--- config.mk ---
export PLATFORM = sky130hd
export DESIGN_NAME = axis_fifo_flags_flat
export DESIGN_NICKNAME = d
export VERILOG_FILES = /design/src/rtl/axis_fifo_flags_if.sv /design/src/rtl/axis_fifo_flags.sv /design/src/flat_wrapper.sv
export SDC_FILE = /design/constraint.sdc
export NUM_CORES = 1
export LEC_CHECK = 0
export CORE_ASPECT_RATIO = 1.5
export CORE_MARGIN = 2
export CORE_UTILIZATION = 60
export CTS_CLUSTER_DIAMETER = 40
export CTS_CLUSTER_SIZE = 10
export DETAILED_ROUTE_END_ITERATION = 8
export PLACE_DENSITY = 0.8
export SLEW_MARGIN = 20
export SYNTH_ARGS = -nofsm -noshare
export SYNTH_HDL_FRONTEND = slang
export SYNTH_SLANG_ARGS = --single-unit
export TNS_END_PERCENT = 1
--- constraint.sdc ---
create_clock -name clock -period 3.8 [get_ports clock]
set_clock_uncertainty 0.2 [all_clocks]
set_input_delay 0.76 -clock clock [delete_from_list [all_inputs] [get_ports clock]]
set_output_delay 0.76 -clock clock [all_outputs]
set_load 0.05 [all_outputs]
--- src/rtl/axis_fifo_flags_if.sv ---
// axis_fifo_flags_if -- one AXI-stream link (payload, valid, ready) used for
// both the producer side and the consumer side of axis_fifo_flags.
// The producer drives master, the consumer drives slave.
// Optional feature macro: AXIS_FIFO_PACKET_EN adds the end-of-packet bit 'last'.
interface axis_fifo_flags_if #(
  parameter int DATA_WIDTH = 8
) ();

  logic [DATA_WIDTH-1:0] data;
  logic                  valid;
  logic                  ready;
`ifdef AXIS_FIFO_PACKET_EN
  logic                  last;

  modport master (
    output data,
    output valid,
    output last,
    input  ready
  );

  modport slave (
    input  data,
    input  valid,
    input  last,
    output ready
  );
`else

  modport master (
    output data,
    output valid,
    input  ready
  );

  modport slave (
    input  data,
    input  valid,
    output ready
  );
`endif

endinterface

--- src/rtl/axis_fifo_flags.sv ---
// axis_fifo_flags -- single-clock AXI-stream FIFO with a registered output,
// an occupancy count and programmable almost-full / almost-empty flags.
//
// Storage is a RAM with a registered read; the read register doubles as the
// output register, so total capacity is DEPTH = 2**ADDR_WIDTH words counting
// the word parked in the output register.
//
// Optional feature macro: AXIS_FIFO_PACKET_EN
//   When defined, a 'last' bit travels with every word and the read side holds
//   words back until a complete packet sits in the RAM (store-and-forward).
//   A packet larger than the RAM is released cut-through once the RAM fills,
//   so the FIFO can never deadlock.
module axis_fifo_flags #(
  parameter int DATA_WIDTH   = 8,
  parameter int ADDR_WIDTH   = 4,
  parameter int AFULL_LEVEL  = 12,
  parameter int AEMPTY_LEVEL = 2
) (
  input  logic                clock,
  input  logic                resetn,
  axis_fifo_flags_if.slave    istream,
  axis_fifo_flags_if.master   ostream,
  output logic [ADDR_WIDTH:0] count,
  output logic                almost_full,
  output logic                almost_empty
);

  localparam int DEPTH = 1 << ADDR_WIDTH;
`ifdef AXIS_FIFO_PACKET_EN
  localparam int RAM_WIDTH = DATA_WIDTH + 1;
`else
  localparam int RAM_WIDTH = DATA_WIDTH;
`endif

  // Level constants, all at the pointer/level width
  localparam logic [ADDR_WIDTH:0] LVL_ZERO   = {(ADDR_WIDTH + 1){1'b0}};
  localparam logic [ADDR_WIDTH:0] LVL_ONE    = {{ADDR_WIDTH{1'b0}}, 1'b1};
  localparam logic [ADDR_WIDTH:0] LVL_FULL   = {1'b1, {ADDR_WIDTH{1'b0}}};
  localparam logic [ADDR_WIDTH:0] LVL_AFULL  = (ADDR_WIDTH + 1)'(AFULL_LEVEL);
  localparam logic [ADDR_WIDTH:0] LVL_AEMPTY = (ADDR_WIDTH + 1)'(AEMPTY_LEVEL);

  // Storage
  logic [RAM_WIDTH-1:0]  mem_r [DEPTH];

  // Registered state
  logic [ADDR_WIDTH:0]   waddr_r;
  logic [ADDR_WIDTH:0]   raddr_r;
  logic [ADDR_WIDTH:0]   size_r;      // words held in the RAM only
  logic [ADDR_WIDTH:0]   count_r;     // RAM plus output register
  logic                  ovalid_r;
  logic [DATA_WIDTH-1:0] odata_r;

  // Next-state values
  logic [ADDR_WIDTH:0]   waddr_next_s;
  logic [ADDR_WIDTH:0]   raddr_next_s;
  logic [ADDR_WIDTH:0]   size_next_s;
  logic [ADDR_WIDTH:0]   count_next_s;
  logic                  ovalid_next_s;
  logic [DATA_WIDTH-1:0] odata_next_s;

  // Handshake decode
  logic                  iready_s;
  logic                  wen_s;
  logic                  pop_s;
  logic                  ren_s;
  logic                  ren_gate_s;
  logic [RAM_WIDTH-1:0]  wword_s;
  logic [RAM_WIDTH-1:0]  rword_s;
  logic [DATA_WIDTH-1:0] rdata_s;

  // Ready is decoded from the registered count only: a pop while full does not
  // open the input in the same cycle, which keeps oready out of iready's cone.
  assign iready_s = (count_r != LVL_FULL);

  // RAM read data: the word at the read pointer, captured into odata on ren
  assign rword_s = mem_r[raddr_r[ADDR_WIDTH-1:0]];

`ifdef AXIS_FIFO_PACKET_EN
  logic [ADDR_WIDTH:0] pkts_r;        // complete packets still in the RAM
  logic [ADDR_WIDTH:0] pkts_next_s;
  logic                olast_r;
  logic                olast_next_s;
  logic                rlast_s;
  logic                wlast_s;

  assign wword_s = {istream.last, istream.data};
  assign rdata_s = rword_s[DATA_WIDTH-1:0];
  assign rlast_s = rword_s[DATA_WIDTH];
  assign wlast_s = wen_s && istream.last;

  // Hold reads until a whole packet is buffered, unless the RAM is full with
  // an oversize packet -- then release cut-through instead of deadlocking.
  assign ren_gate_s = (pkts_r != LVL_ZERO) || (size_r == LVL_FULL);

  // Packet counter and last-bit next state
  always_comb begin
    pkts_next_s  = pkts_r;
    olast_next_s = olast_r;
    case ({wlast_s, ren_s && rlast_s})
      2'b10:   pkts_next_s = pkts_r + LVL_ONE;
      2'b01:   pkts_next_s = pkts_r - LVL_ONE;
      default: pkts_next_s = pkts_r;
    endcase
    olast_next_s = ren_s ? rlast_s : olast_r;
  end

  // Packet counter and output last register
  always_ff @(posedge clock or negedge resetn) begin
    if (!resetn) begin
      pkts_r  <= LVL_ZERO;
      olast_r <= 1'b0;
    end else begin
      pkts_r  <= pkts_next_s;
      olast_r <= olast_next_s;
    end
  end

  assign ostream.last = olast_r;
`else
  assign wword_s    = istream.data;
  assign rdata_s    = rword_s;
  assign ren_gate_s = 1'b1;
`endif

  // Handshake decode: write on an accepted input beat, pop on an accepted
  // output beat, and refill the output register whenever it is free or leaving.
  always_comb begin
    wen_s = istream.valid && iready_s;
    pop_s = ovalid_r && ostream.ready;
    ren_s = (size_r != LVL_ZERO) && (!ovalid_r || ostream.ready) && ren_gate_s;
  end

  // Next-state for pointers, levels and the output register
  always_comb begin
    waddr_next_s  = wen_s ? (waddr_r + LVL_ONE) : waddr_r;
    raddr_next_s  = ren_s ? (raddr_r + LVL_ONE) : raddr_r;
    size_next_s   = size_r;
    count_next_s  = count_r;
    case ({wen_s, ren_s})
      2'b10:   size_next_s = size_r + LVL_ONE;
      2'b01:   size_next_s = size_r - LVL_ONE;
      default: size_next_s = size_r;
    endcase
    case ({wen_s, pop_s})
      2'b10:   count_next_s = count_r + LVL_ONE;
      2'b01:   count_next_s = count_r - LVL_ONE;
      default: count_next_s = count_r;
    endcase
    // A word stays presented until taken; a fresh read always presents one.
    ovalid_next_s = ren_s || (ovalid_r && !ostream.ready);
    odata_next_s  = ren_s ? rdata_s : odata_r;
  end

  // RAM write port; storage is not reset, only the pointers are
  always_ff @(posedge clock) begin
    if (wen_s) begin
      mem_r[waddr_r[ADDR_WIDTH-1:0]] <= wword_s;
    end
  end

  // Pointer, level and output registers; everything clears at once on resetn
  always_ff @(posedge clock or negedge resetn) begin
    if (!resetn) begin
      waddr_r  <= LVL_ZERO;
      raddr_r  <= LVL_ZERO;
      size_r   <= LVL_ZERO;
      count_r  <= LVL_ZERO;
      ovalid_r <= 1'b0;
      odata_r  <= {DATA_WIDTH{1'b0}};
    end else begin
      waddr_r  <= waddr_next_s;
      raddr_r  <= raddr_next_s;
      size_r   <= size_next_s;
      count_r  <= count_next_s;
      ovalid_r <= ovalid_next_s;
      odata_r  <= odata_next_s;
    end
  end

  assign istream.ready = iready_s;
  assign ostream.valid = ovalid_r;
  assign ostream.data  = odata_r;
  assign count         = count_r;

  // Level flags straight from the registered count
  assign almost_full  = (count_r >= LVL_AFULL);
  assign almost_empty = (count_r <= LVL_AEMPTY);

endmodule
--- src/flat_wrapper.sv ---
// flat-port wrapper written by rule: the top's interface ports become plain ports
module axis_fifo_flags_flat 
#(
  parameter int DATA_WIDTH   = 8,
  parameter int ADDR_WIDTH   = 4,
  parameter int AFULL_LEVEL  = 12,
  parameter int AEMPTY_LEVEL = 2
)
  (clock, resetn, count, almost_full, almost_empty, istream_data, istream_valid, istream_ready, ostream_data, ostream_valid, ostream_ready);
  axis_fifo_flags_if #(.DATA_WIDTH(DATA_WIDTH)) istream_i ();
  axis_fifo_flags_if #(.DATA_WIDTH(DATA_WIDTH)) ostream_i ();
  input  logic clock;
  input  logic resetn;
  output logic [ADDR_WIDTH:0] count;
  output logic almost_full;
  output logic almost_empty;
  input wire logic [$bits(istream_i.data)-1:0] istream_data;
  input wire logic [$bits(istream_i.valid)-1:0] istream_valid;
  output wire logic [$bits(istream_i.ready)-1:0] istream_ready;
  output wire logic [$bits(ostream_i.data)-1:0] ostream_data;
  output wire logic [$bits(ostream_i.valid)-1:0] ostream_valid;
  input wire logic [$bits(ostream_i.ready)-1:0] ostream_ready;
  assign istream_i.data = istream_data;
  assign istream_i.valid = istream_valid;
  assign istream_ready = istream_i.ready;
  assign ostream_data = ostream_i.data;
  assign ostream_valid = ostream_i.valid;
  assign ostream_i.ready = ostream_ready;
  axis_fifo_flags #(.DATA_WIDTH(DATA_WIDTH), .ADDR_WIDTH(ADDR_WIDTH), .AFULL_LEVEL(AFULL_LEVEL), .AEMPTY_LEVEL(AEMPTY_LEVEL)) u_core (.clock(clock), .resetn(resetn), .istream(istream_i), .ostream(ostream_i), .count(count), .almost_full(almost_full), .almost_empty(almost_empty));
endmodule
Yosys cells after proc, flatten, opt, wreduce, memory -nomap -nowiden

Memory sizes are Yosys's and may differ from the RTL's. A register that Yosys moved wholly into a read port is not among the register bits.
Index checks and enable logic that the tools add are counted.

$add $sub $neg: 6
Order comparisons: 2
Eq/ne operators: 5
Multiplexer cells: 4
Reductions and logical operators: 12

Operator list:

| operator              | count |
|---|---|
| $add A5 B1 Y5 const B | 4 |
| $pmux W5 S2           | 2 |
| $sub A5 B1 Y5 const B | 2 |
| $ge A5 B4 Y1 const B  | 1 |
| $le A5 B2 Y1 const B  | 1 |
| $ne A5 B5 Y1 const B  | 1 |
| $reduce_bool A5 Y1    | 1 |
| $eq A2 B1 Y1 const B  | 2 |
| $eq A2 B2 Y1 const B  | 2 |
| $logic_and A1 B1 Y1   | 4 |
| $reduce_bool A2 Y1    | 2 |
| $logic_not A1 Y1      | 3 |
| $logic_or A1 B1 Y1    | 2 |
| $mux W1               | 2 |

Bits in registers: 21
Memory bits (writable): 128
Bits of input ports: 12
Output and inout bits: 17
Word-level logic and storage cells: 35
Memories: 1

Memories:

| memory       | depth | width | read ports | clocked after memory_dff | write ports | RTL line              | source |
|---|---|---|---|---|---|---|---|
| u_core.mem_r | 16    | 8     | 1          | 1                        | 1           | axis_fifo_flags.sv:43 | `logic [RAM_WIDTH-1:0] mem_r [DEPTH];` |

Longest topological paths before layout

Depth after elaboration: 5
Gate-level depth with buffers: 12
Gate-level depth less buffers: 10

Worst setup path after synthesis

No wires, ideal clock.

Path type: register -> output
Start: register u_core.count_r[2] (netlist: u_core.count[2])
End: output port almost_empty
Data arrival time: 3.284 ns
Required time: 2.840 ns
Path slack: -0.444 ns
Stages on the path, launching flop included: 3
Buffers on the path: 1
Cells stage by stage: dfrtp_1 > clkbuf_1 > a2111oi_0

Cells in the longest elaborated chain, start to end: 1

Ends and longest elaborated chain:

| item                   | RTL line               | source |
|---|---|---|
| from (decl)            | axis_fifo_flags.sv:49  | `logic [ADDR_WIDTH:0] count_r;` |
| from (signal assigned) | axis_fifo_flags.sv:174 | `count_r <= count_next_s;` |
| $le A5 B2 Y1           | axis_fifo_flags.sv:187 | `assign almost_empty = (count_r <= LVL_AEMPTY);` |
| to (decl)              | flat_wrapper.sv:16     | `output logic almost_empty;` |

No other way between the ends.

Worst setup path in the final report

Start: register u_core.size_r[3]
End: register u_core.size_r[4]

Cells in the longest elaborated chain, start to end: 4
Elaborated cells on any way between the ends: 8
Those cells by class: 2 x add/sub; 2 x eq/ne; 1 x mux; 3 x reduce/logical

Ends and longest elaborated chain:

| item                                              | RTL line               | source |
|---|---|---|
| from (decl)                                       | axis_fifo_flags.sv:48  | `logic [ADDR_WIDTH:0] size_r;` |
| from (signal assigned)                            | axis_fifo_flags.sv:173 | `size_r <= size_next_s;` |
| $reduce_bool A5 Y1 *                              | axis_fifo_flags.sv:130 | `ren_s = (size_r != LVL_ZERO) && (!ovalid_r \|\| ostream.ready) && ren_gate_s;` |
| $logic_and A1 B1 Y1 *                             | axis_fifo_flags.sv:130 |  |
| via u_core.ren_s                                  | axis_fifo_flags.sv:65  | `logic ren_s;` |
| $eq A2 B1 Y1 or $eq A2 B2 Y1 (tied branches)      | axis_fifo_flags.sv:139 | `case ({wen_s, ren_s})` |
| $pmux W5 S2 or $reduce_bool A2 Y1 (tied branches) | --                     |  |

Mark *: on every way through the listed nets, which the timed path passes. The rest lies on a longest branch.
A chain may end at the register's enable or synchronous reset.

==> impl_metrics.toml <==
[cts]
clock_path_buffers = 2
root_buffer = "clkbuf_16"
postCtsSetupBuffers = 0
clkLatencyLatePin_ns = 0.42
htree_levels = 4
post_cts_resized = 0
cts_buffers = 17
clock-sinks = 155
cts.clk_slew.worst_paths_ns = 0.07
ctsHoldBuffers = 0
cts_tree = "yes"

[yosys]
netlist_area_um2 = 6487
async_reset_ff_share_pct = 17.42
yosysSeqAreaShare_pct = 69.66
synth_edf_count = 128
yosysTopAreaCell = "edfxtp_1"
syn_avg_cell_area_um2 = 17.92
yosysWarnings = 0
ys_seq_elements = 155
synth_top_area_share_pct = 59.25
synthesis.nets = 388
syn_inst = 362
synth.area.top_cells = "edfxtp_1 59%, dfrtp_1 10%, mux4_2 8.3%"
ys_types = 42
ys.flop_type = "edfxtp_1"

[power_and_ir_drop]
pwr_density_cell_nw_per_um2 = 810.5
p_total_w = 0.006181
p_leak_nw = 2.726
peakVddDrop_uv = 527.3

[die]
start_util_pct = 61.59
die_w_um = 88.90
core-area_um2 = 10530
die_area_um2 = 11680
row_count = 46
fp.dieH_um = 131.4
boundaryPins = 29

[status]
status = "finished, final reports clean"

[worst_setup_path]
cpLargestDelayFamily = "compound AO/OA/AOI/OAI gates"
cp_num_buf_inv = 1
max_stage_delay_ns = 0.59
end_kind = "flop"
cp-start-kind = "flop"
critical_path.max_fanout = 19
timing.critical_path.cells = "or4_1 -> o21ai_4 -> inv_2 -> ha_1 -> fa_1 -> a21o_1 -> a21oi_1 -> mux2i_1 -> xnor2_1"
critPathKind = "reg -> reg"
worstPathArrival_ns = 3.44
cpMaxStageDelayCell = "or4_1"
worstPathRequired_ns = 3.94

[min_path]
hold_path.class = "reg -> reg"

[grt]
grtUsageTotal_pct = 22.85
antenna_found_initial = 0
first_global_vias = 3446
grt_pass1_wl_mm = 18.98
overflow = 0
grt_max_degree = 27

[timing]
worst_slew_pin_slew_ns = 1.054
finalHoldViolations = 0
final_max_slew_viol_count = 0
finalSetupTns_ns = 0
finalSetupViolations = 0
timing.final.ws_setup_ns = 0.5064
rsz0062_at_grt = "false"
fin_crit_sh_pct = 86.67
timing.final.crit_period_ns = 3.294
relSlewSlack_pct = 29.72
max_freq_mhz = 303.6

[route]
detail_route.iter0.violations = 234
num_vias = 3365
vias_per_cell = 5.956
drt-pass1-iter-count = 4
wirelength_mm = 12.16
drtAntennaViolNets = 0
drc_errors = 0
wl_per_cell_um = 21.53

[place]
hpwl_mm = 7.975
dp.cells = 533
gp_congestion = 0.7666
place_area_um2 = 6989
preCtsSetupSlack_ns = 0.3421
portBuffers = 28

[cells_and_area]
final_cells = 565
drive_gt1_share_pct = 19.24
layout.nets = 434
area_delta_synth_final_pct = 17.55
mostFrequentLayoutCells = "128 x edfxtp_1, 28 x clkdlybuf4s50_1, 26 x dfrtp_1"
fillers = 630
diodes = 0
final_common_cell = "edfxtp_1"
design_area_um2 = 7626

[job]
cap_violations = 0
[path summary, 6_finish.rpt]
kind                                               from                            end  slack (ns)  cells after the start
max                        u_core.size_r[3]$_DFFE_PN0P_   u_core.size_r[4]$_DFFE_PN0P_        0.51                      9
max reg2reg                u_core.size_r[3]$_DFFE_PN0P_   u_core.size_r[4]$_DFFE_PN0P_        0.51                      9
min reg2reg                u_core.size_r[4]$_DFFE_PN0P_   u_core.size_r[4]$_DFFE_PN0P_        0.28                      1
max in group asynchronous                        resetn  u_core.waddr_r[3]$_DFFE_PN0P_        2.10                      2
min in group asynchronous                        resetn    u_core.count[4]$_DFFE_PN0P_        0.64                      1
min                        u_core.size_r[4]$_DFFE_PN0P_   u_core.size_r[4]$_DFFE_PN0P_        0.28                      1
[cell type report]
cell class	instances	area [um^2]	share of cell area, %
Sequential cell	155	4521	59.28
Multi-Input combinational cell	181	1827	23.95
Timing Repair Buffer	48	442.9	5.808
Clock buffer	18	429.2	5.628
Clock inverter	14	207.7	2.724
Tap cell	144	180.2	2.363
Inverter	5	18.77	0.2461
[metal layers]
| metal | wire (um) | vias up | part of all wire (%) | global-route usage, % |
|---|---|---|---|---|
| li1 | - | 1515 | - | - |
| met1 | 4756 | 1725 | 39 | 27.99 |
| met2 | 6648 | 99 | 55 | 38.56 |
| met3 | 478 | 26 | 3.9 | 5.025 |
| met4 | 280 | 0 | 2.3 | 9.428 |
| met5 | 0 | - | 0 | 0 |
[power breakdown]
part | switching [W] | internal [W]
Sequential | 0.000386 | 0.00213
Clock | 0.000680 | 0.00112
Combinational | 0.000958 | 0.000913
Total | 0.00202 | 0.00416
[flip-flops by register name (all words and copies together) (netlist names)]
name / flops
u_core.waddr_r: 4
u_core.mem_r: 128
u_core.ostream.valid: 1
u_core.count: 5
u_core.size_r: 5
u_core.ostream.data: 8
u_core.raddr_r: 4
[synthesized netlist by cell type (5+ instances only)]
library cell / number
buf_2: 5
dfrtp_1: 27
nand2b_1: 6
edfxtp_1: 128
o21ai_0: 7
xnor2_1: 10
nand2_1: 14
buf_1: 5
mux4_2: 24
nor2b_1: 11
a22o_1: 8
a21oi_1: 12
nor2_1: 18
clkbuf_1: 6
mux2i_1: 9
a211o_1: 8
ha_1: 13
mux4_1: 8
[stage by stage]
step	utilization, %	hold WS (ns)
6_report	72.40	0.2790
5_1_grt	72.40	0.3011
4_1_cts	72.40	0.2845
3_5_place_dp	66.36	0.2762
3_3_place_gp	66.36	0.2524
2_1_floorplan	-	0.2389
[logic make-up after synthesis]
kind of cell,share of synthesized area (%)
multiplexers,13.31
buffers and inverters,2.198
AO/OA/AOI/OAI,5.092
XOR/XNOR,1.890
flip-flops,69.66
adder cells (fa/ha/maj),2.816
AND/OR/NAND/NOR,5.034
Note: power is estimated with default switching activity, not from simulation.
